===== src/rtl/serout_fifoarb_pkg.sv =====
// serout_pkg: shared definitions for the serial-output FIFO controller / arbiter.
//   LB2BUFSZ_DEF  log2 of per-port FIFO depth in bytes
//   LOGNPORT_DEF  log2 of number of transmit ports
//   NPORT_DEF     number of transmit ports
//   PTR_W         width of each per-port read/write pointer
//   state_e       read-port grant sequencer states
package serout_pkg;

  localparam int LB2BUFSZ_DEF = 5;
  localparam int LOGNPORT_DEF = 3;
  localparam int NPORT_DEF    = 1 << LOGNPORT_DEF;
  localparam int PTR_W        = LB2BUFSZ_DEF;

  typedef enum logic [1:0] {
    IDLE,  // looking for an eligible requester
    ADDR,  // RAM samples ram_ra
    DATA   // ram_rd valid, byte is popped
  } state_e;

endpackage


===== src/rtl/serout_fifoarb_if.sv =====
// serout_fifoarb_if: host-write, transmitter request/grant and RAM-port bundle.
//   slave  modport: the FIFO controller (serout_fifoarb)
//   master modport: host decode / transmitters / RAM wrapper
// Optional macro SEROUT_FIFOARB_FLUSH_EN adds the per-port flush vector.
interface serout_fifoarb_if #(
  parameter int NPORT    = serout_pkg::NPORT_DEF,
  parameter int LOGNPORT = serout_pkg::LOGNPORT_DEF,
  parameter int LB2BUFSZ = serout_pkg::PTR_W
);

  localparam int AW = LOGNPORT + LB2BUFSZ;

`ifdef SEROUT_FIFOARB_FLUSH_EN
  logic [NPORT-1:0]    flush;
`endif
  logic                wr_en;
  logic [LOGNPORT-1:0] wr_port;
  logic [7:0]          wr_data;
  logic                wr_accept;
  logic [NPORT-1:0]    req;
  logic                gnt_valid;
  logic [LOGNPORT-1:0] gnt_port;
  logic [7:0]          gnt_data;
  logic [NPORT-1:0]    full;
  logic [NPORT-1:0]    empty;
  logic                ram_we;
  logic [AW-1:0]       ram_wa;
  logic [7:0]          ram_wd;
  logic [AW-1:0]       ram_ra;
  logic [7:0]          ram_rd;

  modport slave (
`ifdef SEROUT_FIFOARB_FLUSH_EN
    input  flush,
`endif
    input  wr_en, wr_port, wr_data, req, ram_rd,
    output wr_accept, gnt_valid, gnt_port, gnt_data, full, empty,
    output ram_we, ram_wa, ram_wd, ram_ra
  );

  modport master (
`ifdef SEROUT_FIFOARB_FLUSH_EN
    output flush,
`endif
    output wr_en, wr_port, wr_data, req, ram_rd,
    input  wr_accept, gnt_valid, gnt_port, gnt_data, full, empty,
    input  ram_we, ram_wa, ram_wd, ram_ra
  );

endinterface


===== src/rtl/serout_fifoarb_rr_pick.sv =====
// rr_pick: combinational round-robin picker.
//   elig     in  NPORT     eligible requesters
//   rr_last  in  LOGNPORT  most recently granted port
//   any      out 1         at least one eligible requester
//   sel      out LOGNPORT  first eligible port scanning upward from rr_last+1
module rr_pick #(
  parameter int NPORT    = 8,
  parameter int LOGNPORT = 3
) (
  input  logic [NPORT-1:0]    elig,
  input  logic [LOGNPORT-1:0] rr_last,
  output logic                any,
  output logic [LOGNPORT-1:0] sel
);

  logic [LOGNPORT-1:0] idx;

  // Scan from the farthest offset down to rr_last+1 so the closest
  // eligible port is the last one written and therefore wins.
  always_comb begin
    any = |elig;
    sel = rr_last;
    idx = rr_last;
    for (int off = NPORT; off >= 1; off--) begin
      idx = LOGNPORT'((int'(rr_last) + off) % NPORT);
      if (elig[idx]) sel = idx;
    end
  end

endmodule


===== src/rtl/serout_fifoarb.sv =====
// serout_fifoarb: per-port FIFO pointers over a shared dual-port byte RAM,
// host write acceptance, and round-robin arbitration of the RAM read port.
//   clk, reset_n       clock, asynchronous active-low reset
//   bus (slave)        host write, request/grant, full/empty, RAM ports
// One grant takes IDLE -> ADDR -> DATA; gnt_valid pulses in the cycle after
// DATA, overlapping the next IDLE.
// Optional macro SEROUT_FIFOARB_FLUSH_EN: per-port flush that discards the
// FIFO contents and cancels an in-flight grant for that port.
module serout_fifoarb
  import serout_pkg::*;
#(
  parameter int NPORT    = NPORT_DEF,
  parameter int LOGNPORT = LOGNPORT_DEF,
  parameter int LB2BUFSZ = PTR_W
) (
  input  logic            clk,
  input  logic            reset_n,
  serout_fifoarb_if.slave bus
);

  localparam int AW = LOGNPORT + LB2BUFSZ;
  typedef logic [LB2BUFSZ-1:0] ptr_t;

  state_e              state_q, state_d;
  ptr_t                watx_q [NPORT];
  ptr_t                watx_d [NPORT];
  ptr_t                ratx_q [NPORT];
  ptr_t                ratx_d [NPORT];
  logic [LOGNPORT-1:0] sel_q, sel_d, rr_last_q, rr_last_d;
  logic [LOGNPORT-1:0] gnt_port_q, gnt_port_d;
  logic [AW-1:0]       ram_ra_q, ram_ra_d;
  logic                gnt_valid_q, gnt_valid_d;
  logic [7:0]          gnt_data_q, gnt_data_d;

  logic [NPORT-1:0]    full, empty, elig, gnt_mask;
  logic                wr_accept, pop, pick_any;
  logic [LOGNPORT-1:0] pick_sel;

  // Pointer comparisons; full wraps the incremented write pointer.
  always_comb begin
    full  = '0;
    empty = '0;
    for (int i = 0; i < NPORT; i++) begin
      empty[i] = (watx_q[i] == ratx_q[i]);
      full[i]  = (ptr_t'(watx_q[i] + 1'b1) == ratx_q[i]);
    end
  end

  assign wr_accept     = bus.wr_en & ~full[bus.wr_port];
  assign bus.wr_accept = wr_accept;
  assign bus.ram_we    = wr_accept;
  assign bus.ram_wa    = {bus.wr_port, watx_q[bus.wr_port]};
  assign bus.ram_wd    = bus.wr_data;
  assign bus.ram_ra    = ram_ra_q;
  assign bus.gnt_valid = gnt_valid_q;
  assign bus.gnt_port  = gnt_port_q;
  assign bus.gnt_data  = gnt_data_q;
  assign bus.full      = full;
  assign bus.empty     = empty;

  // The port just served has its pointer already bumped, but may still hold
  // req this cycle; keep it out so it is not granted twice back to back.
  always_comb begin
    gnt_mask = '0;
    if (gnt_valid_q) gnt_mask[gnt_port_q] = 1'b1;
  end

`ifdef SEROUT_FIFOARB_FLUSH_EN
  logic cancel_q, cancel_d;

  // A port being flushed is never picked: its read pointer is about to jump.
  assign elig = bus.req & ~empty & ~gnt_mask & ~bus.flush;
  assign pop  = (state_q == DATA) & ~cancel_q & ~bus.flush[sel_q];
`else
  assign elig = bus.req & ~empty & ~gnt_mask;
  assign pop  = (state_q == DATA);
`endif

  rr_pick #(
    .NPORT    (NPORT),
    .LOGNPORT (LOGNPORT)
  ) u_rr_pick (
    .elig    (elig),
    .rr_last (rr_last_q),
    .any     (pick_any),
    .sel     (pick_sel)
  );

  // State register.
  always_ff @(posedge clk or negedge reset_n) begin
    // NOTE: non-blocking assignments in clocked blocks so every flop samples
    // pre-edge values regardless of block ordering.
    if (!reset_n) state_q <= IDLE;
    else          state_q <= state_d;
  end

  // Next-state logic.
  always_comb begin
    // NOTE: default assignment first so no path leaves state_d unassigned,
    // which would infer a latch.
    state_d = state_q;
    unique case (state_q)
      IDLE:    if (pick_any) state_d = ADDR;
      ADDR:    state_d = DATA;
      DATA:    state_d = IDLE;
      default: state_d = IDLE;
    endcase
  end

  // Output / datapath logic.
  always_comb begin
    watx_d      = watx_q;
    ratx_d      = ratx_q;
    sel_d       = sel_q;
    rr_last_d   = rr_last_q;
    ram_ra_d    = ram_ra_q;
    gnt_valid_d = 1'b0;
    gnt_port_d  = gnt_port_q;
    gnt_data_d  = gnt_data_q;
`ifdef SEROUT_FIFOARB_FLUSH_EN
    cancel_d    = cancel_q;
`endif

    if (wr_accept) watx_d[bus.wr_port] = watx_q[bus.wr_port] + 1'b1;

    if ((state_q == IDLE) && pick_any) begin
      sel_d     = pick_sel;
      rr_last_d = pick_sel;
      ram_ra_d  = {pick_sel, ratx_q[pick_sel]};
`ifdef SEROUT_FIFOARB_FLUSH_EN
      cancel_d  = 1'b0;
`endif
    end

`ifdef SEROUT_FIFOARB_FLUSH_EN
    if ((state_q == ADDR) && bus.flush[sel_q]) cancel_d = 1'b1;
`endif

    if (pop) begin
      gnt_valid_d    = 1'b1;
      gnt_port_d     = sel_q;
      gnt_data_d     = bus.ram_rd;
      ratx_d[sel_q]  = ratx_q[sel_q] + 1'b1;
    end

`ifdef SEROUT_FIFOARB_FLUSH_EN
    // Flush follows the post-write pointer so a same-cycle write is dropped too.
    for (int i = 0; i < NPORT; i++) begin
      if (bus.flush[i]) ratx_d[i] = watx_d[i];
    end
`endif
  end

  always_ff @(posedge clk or negedge reset_n) begin
    if (!reset_n) begin
      // NOTE: the pointer arrays are ordinary flops and must be reset to give
      // empty FIFOs; the byte RAM they index is external and needs no reset.
      for (int i = 0; i < NPORT; i++) begin
        watx_q[i] <= '0;
        ratx_q[i] <= '0;
      end
      sel_q       <= '0;
      rr_last_q   <= LOGNPORT'(NPORT - 1);
      ram_ra_q    <= '0;
      gnt_valid_q <= 1'b0;
      gnt_port_q  <= '0;
      gnt_data_q  <= '0;
`ifdef SEROUT_FIFOARB_FLUSH_EN
      cancel_q    <= 1'b0;
`endif
    end else begin
      watx_q      <= watx_d;
      ratx_q      <= ratx_d;
      sel_q       <= sel_d;
      rr_last_q   <= rr_last_d;
      ram_ra_q    <= ram_ra_d;
      gnt_valid_q <= gnt_valid_d;
      gnt_port_q  <= gnt_port_d;
      gnt_data_q  <= gnt_data_d;
`ifdef SEROUT_FIFOARB_FLUSH_EN
      cancel_q    <= cancel_d;
`endif
    end
  end

endmodule


===== src/flat_wrapper.sv =====
// flat-port wrapper written by rule: the top's interface ports become plain ports
module serout_fifoarb_flat import serout_pkg::*;
#(
  parameter int NPORT    = NPORT_DEF,
  parameter int LOGNPORT = LOGNPORT_DEF,
  parameter int LB2BUFSZ = PTR_W
)
  (clk, reset_n, bus_wr_en, bus_wr_port, bus_wr_data, bus_req, bus_ram_rd, bus_wr_accept, bus_gnt_valid, bus_gnt_port, bus_gnt_data, bus_full, bus_empty, bus_ram_we, bus_ram_wa, bus_ram_wd, bus_ram_ra);
  serout_fifoarb_if #(.NPORT(NPORT), .LOGNPORT(LOGNPORT), .LB2BUFSZ(LB2BUFSZ)) bus_i ();
  input  logic clk;
  input  logic reset_n;
  input wire logic [$bits(bus_i.wr_en)-1:0] bus_wr_en;
  input wire logic [$bits(bus_i.wr_port)-1:0] bus_wr_port;
  input wire logic [$bits(bus_i.wr_data)-1:0] bus_wr_data;
  input wire logic [$bits(bus_i.req)-1:0] bus_req;
  input wire logic [$bits(bus_i.ram_rd)-1:0] bus_ram_rd;
  output wire logic [$bits(bus_i.wr_accept)-1:0] bus_wr_accept;
  output wire logic [$bits(bus_i.gnt_valid)-1:0] bus_gnt_valid;
  output wire logic [$bits(bus_i.gnt_port)-1:0] bus_gnt_port;
  output wire logic [$bits(bus_i.gnt_data)-1:0] bus_gnt_data;
  output wire logic [$bits(bus_i.full)-1:0] bus_full;
  output wire logic [$bits(bus_i.empty)-1:0] bus_empty;
  output wire logic [$bits(bus_i.ram_we)-1:0] bus_ram_we;
  output wire logic [$bits(bus_i.ram_wa)-1:0] bus_ram_wa;
  output wire logic [$bits(bus_i.ram_wd)-1:0] bus_ram_wd;
  output wire logic [$bits(bus_i.ram_ra)-1:0] bus_ram_ra;
  assign bus_i.wr_en = bus_wr_en;
  assign bus_i.wr_port = bus_wr_port;
  assign bus_i.wr_data = bus_wr_data;
  assign bus_i.req = bus_req;
  assign bus_i.ram_rd = bus_ram_rd;
  assign bus_wr_accept = bus_i.wr_accept;
  assign bus_gnt_valid = bus_i.gnt_valid;
  assign bus_gnt_port = bus_i.gnt_port;
  assign bus_gnt_data = bus_i.gnt_data;
  assign bus_full = bus_i.full;
  assign bus_empty = bus_i.empty;
  assign bus_ram_we = bus_i.ram_we;
  assign bus_ram_wa = bus_i.ram_wa;
  assign bus_ram_wd = bus_i.ram_wd;
  assign bus_ram_ra = bus_i.ram_ra;
  serout_fifoarb #(.NPORT(NPORT), .LOGNPORT(LOGNPORT), .LB2BUFSZ(LB2BUFSZ)) u_core (.clk(clk), .reset_n(reset_n), .bus(bus_i));
endmodule

===== config.mk =====
export PLATFORM = sky130hd
export DESIGN_NAME = serout_fifoarb_flat
export DESIGN_NICKNAME = d
export VERILOG_FILES = /design/src/rtl/serout_fifoarb_pkg.sv /design/src/rtl/serout_fifoarb_if.sv /design/src/rtl/serout_fifoarb_rr_pick.sv /design/src/rtl/serout_fifoarb.sv /design/src/flat_wrapper.sv
export SDC_FILE = /design/constraint.sdc
export NUM_CORES = 1
export LEC_CHECK = 0
export ABC_AREA = 0
export CORE_MARGIN = 1.5
export CORE_UTILIZATION = 40
export DETAILED_ROUTE_END_ITERATION = 16
export GPL_TIMING_DRIVEN = 0
export PLACE_DENSITY_LB_ADDON = 0.25
export SLEW_MARGIN = 20
export SYNTH_ARGS = -nofsm -noshare
export SYNTH_HDL_FRONTEND = slang
export SYNTH_HIERARCHICAL = 1
export SYNTH_SLANG_ARGS = --single-unit

===== constraint.sdc =====
create_clock -name clk -period 3.8 [get_ports clk]
set_input_delay 0.76 -clock clk [delete_from_list [all_inputs] [get_ports clk]]
set_output_delay 0.76 -clock clk [all_outputs]
set_load 0.02 [all_outputs]

# Yosys cells after proc, flatten, opt, wreduce, memory -nomap -nowiden
# Index checks and enable logic that the tools add are counted.
dict set report word_totals {
  register_bits 108
  in_bits 30
  output_inout_bits 54
  wordCells 138
}
dict set report op_classes {
  addsub 18
  order_cmp 16
  n_eq_ne 19
  muxes 47
  n_bitwise 9
  reduce_logical 6
}
# op n
set op_table {}
lappend op_table {{$bwmux 40} 2}
lappend op_table {{$eq 5x5->1} 16}
lappend op_table {{$add 5x1->5 const B} 10}
lappend op_table {{$bmux 5 s3} 3}
lappend op_table {{$lt 3x4->1 const B} 10}
lappend op_table {{$mux 5} 8}
lappend op_table {{$demux 5 s3} 2}
lappend op_table {{$bmux 1 s3} 9}
lappend op_table {{$mux 3} 8}
lappend op_table {{$and 8x8->8} 2}
lappend op_table {{$not 8->8} 2}
lappend op_table {{$add 3x3->3 const B} 4}
lappend op_table {{$ge 4x4->1 const B} 3}
lappend op_table {{$not 3->4} 3}
lappend op_table {{$mux 1} 11}
lappend op_table {{$lt 4x1->1 const B} 2}
lappend op_table {{$mux 8} 1}
lappend op_table {{$reduce_or 8->1} 1}
lappend op_table {{$add 3x1->3 const B} 2}
lappend op_table {{$add 3x2->3 const B} 2}
lappend op_table {{$logic_and 1x1->1} 4}
lappend op_table {{$pmux 2 s2} 1}
lappend op_table {{$demux 1 s3} 1}
lappend op_table {{$ge 3x1->1 const B} 1}
lappend op_table {{other kinds (7)} 7}

# Longest topological paths before layout
dict set report depth {
  word_depth 21
  ltp_mapped 15
  depth_no_buf 14
}

# Hierarchy
# Netlist, hierarchy kept.
# mod instances cells_each area_each_um2 seq_area_each_um2
set by_module_without_submodules {}
lappend by_module_without_submodules {serout_fifoarb 1 573 6570.1 2631.3}
lappend by_module_without_submodules {rr_pick 1 101 904.6 0.0}

# Worst setup path after synthesis
# Ideal clock, no wire load.
dict set report synth_timing {
  kind {register -> register}
  start {register u_core/watx_q[18] (netlist name)}
  end {register u_core.ram_ra_q[2] (netlist: u_core/bus.ram_ra[2])}
  setup_ps 130
  arrival_ps 4042
  required_time_ps 3670
  setup_slack_ps -372
  path_stages_with_launch 14
  n_path_buf 1
  synth_period_minus_slack_ps 4172
  path_cell_list {dfrtp_1 > xor2_1 > nor4_1 > nor2_1 > mux4_2 > mux2i_1 > o21ai_0 > a21bo_1 > a21boi_1 > xnor2_1 > buf_2 > mux4_2 > mux2i_1 > o21ai_0}
}
dict set report synth_via {
  elab_chain_cells 18
  word_cells_on_any_way 34
  cone_classes {1 x eq/ne; 27 x mux; 4 x bitwise; 2 x reduce/logical}
}
# item line
set synth_lines {}
lappend synth_lines {{start: declaration} serout_fifoarb.sv:25} ;# ptr_t watx_q [NPORT];
lappend synth_lines {{start signal: assignment} serout_fifoarb.sv:172} ;# watx_q <= watx_d;
lappend synth_lines {{$eq 5x5->1 (*)} serout_fifoarb.sv:44} ;# empty[i] = (watx_q[i] == ratx_q[i]);
lappend synth_lines {{named net bus_empty[4]} flat_wrapper.sv:22} ;# output wire logic [$bits(bus_i.empty)-1:0] bus_empty;
lappend synth_lines {{$not 8->8 (*)} serout_fifoarb.sv:75} ;# assign elig = bus.req & ~empty & ~gnt_mask;
lappend synth_lines {{$and 8x8->8 (*) (2 in a row)} serout_fifoarb.sv:75}
lappend synth_lines {{named net u_core.elig[4]} serout_fifoarb.sv:35} ;# logic [NPORT-1:0] full, empty, elig, gnt_mask;
lappend synth_lines {{$bmux 1 s3} serout_fifoarb_rr_pick.sv:26} ;# if (elig[idx]) sel = idx;
lappend synth_lines {{$mux 1 (implied by the code)} serout_fifoarb_rr_pick.sv:26}
lappend synth_lines {{$mux 3 (7 in a row)} serout_fifoarb_rr_pick.sv:26}
lappend synth_lines {{$mux 3 (*)} serout_fifoarb_rr_pick.sv:26}
lappend synth_lines {{named net u_core.pick_sel[0]} serout_fifoarb.sv:37} ;# logic [LOGNPORT-1:0] pick_sel;
lappend synth_lines {{$not 3->4 (implied by the code) (*)} serout_fifoarb.sv:129} ;# ram_ra_d = {pick_sel, ratx_q[pick_sel]};
lappend synth_lines {{$bmux 5 s3 (*)} serout_fifoarb.sv:129}
lappend synth_lines {{$mux 5 (implied by the code) (*) (2 in a row)} serout_fifoarb.sv:129}
lappend synth_lines {{end signal: assignment} serout_fifoarb.sv:176} ;# ram_ra_q <= ram_ra_d;
lappend synth_lines {{end: declaration} serout_fifoarb.sv:31} ;# logic [AW-1:0] ram_ra_q, ram_ra_d;
# The timed path passes the listed nets; every way through them passes the cells marked *. The select of a mux whose other input is x is not followed.
# A chain may end at the register's enable or synchronous reset.

# Worst setup path after layout
dict set report layout_timing {
  start {register u_core/ratx_q[10] (netlist name)}
  end {register u_core.ram_ra_q[1] (netlist: u_core/bus.ram_ra[1])}
}
dict set report layout_via {
  elab_chain_cells 18
  word_cells_on_any_way 34
  cone_classes {1 x eq/ne; 27 x mux; 4 x bitwise; 2 x reduce/logical}
}
# item line
set layout_lines {}
lappend layout_lines {{start: declaration} serout_fifoarb.sv:27} ;# ptr_t ratx_q [NPORT];
lappend layout_lines {{start signal: assignment} serout_fifoarb.sv:173} ;# ratx_q <= ratx_d;
lappend layout_lines {{$eq 5x5->1 (*)} serout_fifoarb.sv:44}
lappend layout_lines {{$not 8->8 (*)} serout_fifoarb.sv:75}
lappend layout_lines {{$and 8x8->8 (*) (2 in a row)} serout_fifoarb.sv:75}
lappend layout_lines {{named net u_core.elig[5]} serout_fifoarb.sv:35}
lappend layout_lines {{$bmux 1 s3} serout_fifoarb_rr_pick.sv:26}
lappend layout_lines {{$mux 1 (implied by the code)} serout_fifoarb_rr_pick.sv:26}
lappend layout_lines {{$mux 3 (7 in a row)} serout_fifoarb_rr_pick.sv:26}
lappend layout_lines {{$mux 3 (*)} serout_fifoarb_rr_pick.sv:26}
lappend layout_lines {{named net u_core.pick_sel[1]} serout_fifoarb.sv:37}
lappend layout_lines {{$not 3->4 (implied by the code) (*)} serout_fifoarb.sv:129}
lappend layout_lines {{$bmux 5 s3 (*)} serout_fifoarb.sv:129}
lappend layout_lines {{$mux 5 (implied by the code) (*) (2 in a row)} serout_fifoarb.sv:129}
# Marks and branches as above.

==> flow_metrics.env <==
export IMPL_outcome="complete, but fails checks"
export IMPL_failing_checks="DRC, setup timing"
export IMPL_tightest_slew_ns=0.996
export IMPL_first_pass_grt_wire_length_um=36400
export IMPL_grt_pass1_vias=6396
export IMPL_post_synth_xor_area_fraction=0.0852
export IMPL_vdd_ir_drop_max_mv=0.649
export IMPL_finalSetupViolCount=5
export IMPL_synth_top_family_by_area="multiplexers"
export IMPL_final_period_utilization=1.04
export IMPL_clockRootBuffer="sky130_fd_sc_hd__clkbuf_16"
export IMPL_clkSlewWorstSetupHoldPaths_ns=0.08
export IMPL_buffer_ports_inserted=73
export IMPL_post_layout_total_power_mw=11.0
export IMPL_dr_vias=6237
export IMPL_synth_main_ff_cell="sky130_fd_sc_hd__dfrtp_1"
export IMPL_timing_max_cap_violations=0
export IMPL_place_ws_ns=-1.20
export IMPL_core_area_um2=18100
export IMPL_busiest_layer_in_global_routing="met2"
export IMPL_area_delta_synth_final_pct=31.1
export IMPL_syn_num_nets=716
export IMPL_route_detailed_wl_per_inst_um=21.9
export IMPL_share_of_synthesized_area_spent_on_multiplexers=0.287
export IMPL_synth_simple_area_share=0.123
export IMPL_synth_avg_cell_area_um2=11.1
export IMPL_overflow=0
export IMPL_synth_compound_area_frac=0.0882
export IMPL_worst_setup_path_start_kind="register"
export IMPL_ant_nets=0
export IMPL_wl_um=23100
export IMPL_drt_iter0_drc=464
export IMPL_grtUsageTotal=0.241
export IMPL_finalHoldViolations=0
export IMPL_setup_tns_after_final_layout_ns=-0.486
export IMPL_finalCoreUtilization=0.540
export IMPL_finish_cell_count_without_fillers=1054
export IMPL_postLayoutSetupSlackWorst_ns=-0.139
export IMPL_finalClockSkew_ns=0.0116
export IMPL_use_met2=0.417
export IMPL_leakage_nw=4.12
export IMPL_vias_per_cell=5.92
export IMPL_ff2ff_setup_slack_ns=-0.14
export IMPL_fraction_of_layout_instances_using_a_drive_strength_above_1=0.368
export IMPL_required_ns=4.05
export IMPL_synth_distinct_cells=77
export IMPL_die_height_um=140
export IMPL_yosysWarningCount=6
export IMPL_synth_edff_count=0
export IMPL_reg2reg_depth=18
export IMPL_hold_path_class="in2async"
export IMPL_gp_congestion=0.941
export IMPL_first_pass_iters=11
export IMPL_cts_inserted_buffers=9
export IMPL_top_level_ports=84
export IMPL_die_width_um=140
export IMPL_route_detailed_drc=4
export IMPL_std_cell_rows=49
export IMPL_synthAdderAreaFrac=0.0201
export IMPL_worst_r2r_endpoint="u_core/bus.ram_ra[1]$_DFFE_PN0P_"
export IMPL_htree_num_levels=3
export IMPL_timing_max_slew_rel_slack=0.331
export IMPL_leading_cell_type_in_the_layout_fill_and_taps_excluded="sky130_fd_sc_hd__dfrtp_1"
export IMPL_start_util=0.412
export IMPL_die_area_um2=19500
export IMPL_post_synth_inst_count=674
export IMPL_rr_startpoint="u_core/ratx_q[10]$_DFFE_PN0P_"
export IMPL_layout_min_cycle_time_ns=3.94
export IMPL_power_density_nw_per_um2=1120
export IMPL_grt_util_met3=0.0317
export IMPL_max_freq_ghz=0.254
export IMPL_clock_sink_count=105
export IMPL_tritoncts_clock_tree="built"
export IMPL_crit_type="reg2reg"
export IMPL_fill_cells=1552
export IMPL_detailedPlacementHpwl_um=17000
export IMPL_netlist_area_um2=7470
export IMPL_clk_path_buf_depth=2
export IMPL_share_of_async_settable_or_async_resettable_flops_after_synthesis=1.00
export IMPL_clock_latency_ns=0.36
export IMPL_grt_max_degree=68
export IMPL_crit_fanout=7
export IMPL_rsz0062_at_grt="true"
export IMPL_finish_net_count=862
export IMPL_insertedDiodeCount=0
export IMPL_yosysSeqAreaShare=0.352
export IMPL_mostFrequentLayoutCells="sky130_fd_sc_hd__dfrtp_1 (81), sky130_fd_sc_hd__buf_4 (74), sky130_fd_sc_hd__clkdlybuf4s50_1 (70)"
export IMPL_gr_usage_met1=0.309
export IMPL_post_place_cells=977
export IMPL_initial_antenna_violation_count=0
export IMPL_crit_arrival_ns=4.19
export IMPL_end_kind="register"
export IMPL_holdBufCountCts=0
export IMPL_report_final_slew_viol_count=0
export IMPL_synth_ff_latch_count=105
-- final cells by class --
class | instances | area, um2 | share of cell area
Buffer | 47 | 308 | 0.0314
Sequential cell | 105 | 2660 | 0.271
Timing Repair Buffer | 136 | 1250 | 0.128
Clock buffer | 10 | 239 | 0.0244
Tap cell | 229 | 287 | 0.0292
Multi-Input combinational cell | 506 | 4930 | 0.503
Clock inverter | 6 | 71.3 | 0.00728
Inverter | 15 | 60.1 | 0.00613
-- how the worst max path moves through the flow --
stage,to,cells after the start,slack [ns],start
after CTS,u_core/bus.ram_ra[3]$_DFFE_PN0P_,15,0.007,u_core/rr_last_q[1]$_DFFE_PN1P_
after global placement,u_core/bus.ram_ra[2]$_DFFE_PN0P_,1,-1.88,reset_n
final,u_core/bus.ram_ra[1]$_DFFE_PN0P_,18,-0.14,u_core/ratx_q[10]$_DFFE_PN0P_
after global routing,u_core/bus.ram_ra[1]$_DFFE_PN0P_,18,-0.27,u_core/ratx_q[10]$_DFFE_PN0P_
after detailed placement,u_core/bus.ram_ra[1]$_DFFE_PN0P_,13,-1.20,bus_req[6]
after floorplan,u_core/bus.ram_ra[2]$_DFFE_PN0P_,15,0.002,u_core/watx_q[37]$_DFFE_PN0P_
-- through the flow --
stage,instance area (um2),hold slack [ns]
2_1_floorplan,7510,0.417
3_3_place_gp,8530,0.431
3_5_place_dp,8550,0.436
4_1_cts,9430,0.313
5_1_grt,9800,0.331
6_report,9800,0.297
-- repair_timing --
item,in CTS,in global routing
pin swaps,14,25
gates cloned,0,1
setup endpoints to repair,17,6
resized for setup,74,40
setup buffers,38,23
hold endpoints to repair,0,0
-- cell usage after synthesis (15+ instances only) --
cell,number,area share
sky130_fd_sc_hd__mux2_1,30,0.045
sky130_fd_sc_hd__xnor2_1,46,0.054
sky130_fd_sc_hd__mux4_2,28,0.084
sky130_fd_sc_hd__buf_2,16,0.011
sky130_fd_sc_hd__mux2i_1,34,0.046
sky130_fd_sc_hd__xor2_1,23,0.027
sky130_fd_sc_hd__o21ai_0,15,0.010
sky130_fd_sc_hd__mux2_2,61,0.092
sky130_fd_sc_hd__nand3_1,18,0.012
sky130_fd_sc_hd__dfrtp_1,102,0.34
sky130_fd_sc_hd__nand2_1,55,0.028
sky130_fd_sc_hd__nor2_1,33,0.017
-- logic make-up after synthesis --
logic type	Yosys count
flip-flops	105
adder cells (fa/ha/maj)	12
buffers and inverters	63
AO/OA/AOI/OAI	88
AND/OR/NAND/NOR	174
XOR/XNOR	71
multiplexers	161
-- worst max-delay path, cell delays in order, from the launching register on --
cell and delay (ns):
sky130_fd_sc_hd__dfrtp_2 0.45, sky130_fd_sc_hd__xnor2_2 0.18, sky130_fd_sc_hd__nand2_1 0.07, sky130_fd_sc_hd__nand4b_1 0.22
sky130_fd_sc_hd__nor2_4 0.20, sky130_fd_sc_hd__nor2_4 0.09, sky130_fd_sc_hd__mux4_2 0.50, sky130_fd_sc_hd__buf_6 0.14
sky130_fd_sc_hd__buf_4 0.12, sky130_fd_sc_hd__mux2_2 0.27, sky130_fd_sc_hd__o22ai_1 0.16, sky130_fd_sc_hd__o211ai_1 0.13
sky130_fd_sc_hd__a41oi_2 0.24, sky130_fd_sc_hd__a311oi_2 0.07, sky130_fd_sc_hd__buf_4 0.19, sky130_fd_sc_hd__buf_8 0.13
sky130_fd_sc_hd__mux4_2 0.33, sky130_fd_sc_hd__mux2i_4 0.23, sky130_fd_sc_hd__o21ai_2 0.10
-- sequential cells by signal (all words and copies together), names as in the netlist --
register and cells:
u_core/bus.gnt_data 8, u_core/bus.gnt_port 3, u_core/bus.gnt_valid 1, u_core/bus.ram_ra 8, u_core/ratx_q 40, u_core/rr_last_q 3
u_core/state_q 2, u_core/watx_q 40
-- metal layers --
layer / wire length (um) / part of all wire / vias to the layer above
met1: 9330 / 0.40 / 3161
li1: - / - / 2775
met4: 650 / 0.028 / 0
met5: 0 / 0 / -
met3: 1510 / 0.065 / 39
met2: 11600 / 0.50 / 262
-- where the power goes --
| group | total [mW] | internal, mW | switching (mW) |
|---|---|---|---|
| clock | 0.984 | 0.538 | 0.447 |
| sequential | 2.16 | 1.55 | 0.608 |
| combinational | 7.86 | 3.96 | 3.90 |
Note: power is estimated with default switching activity, not from simulation.
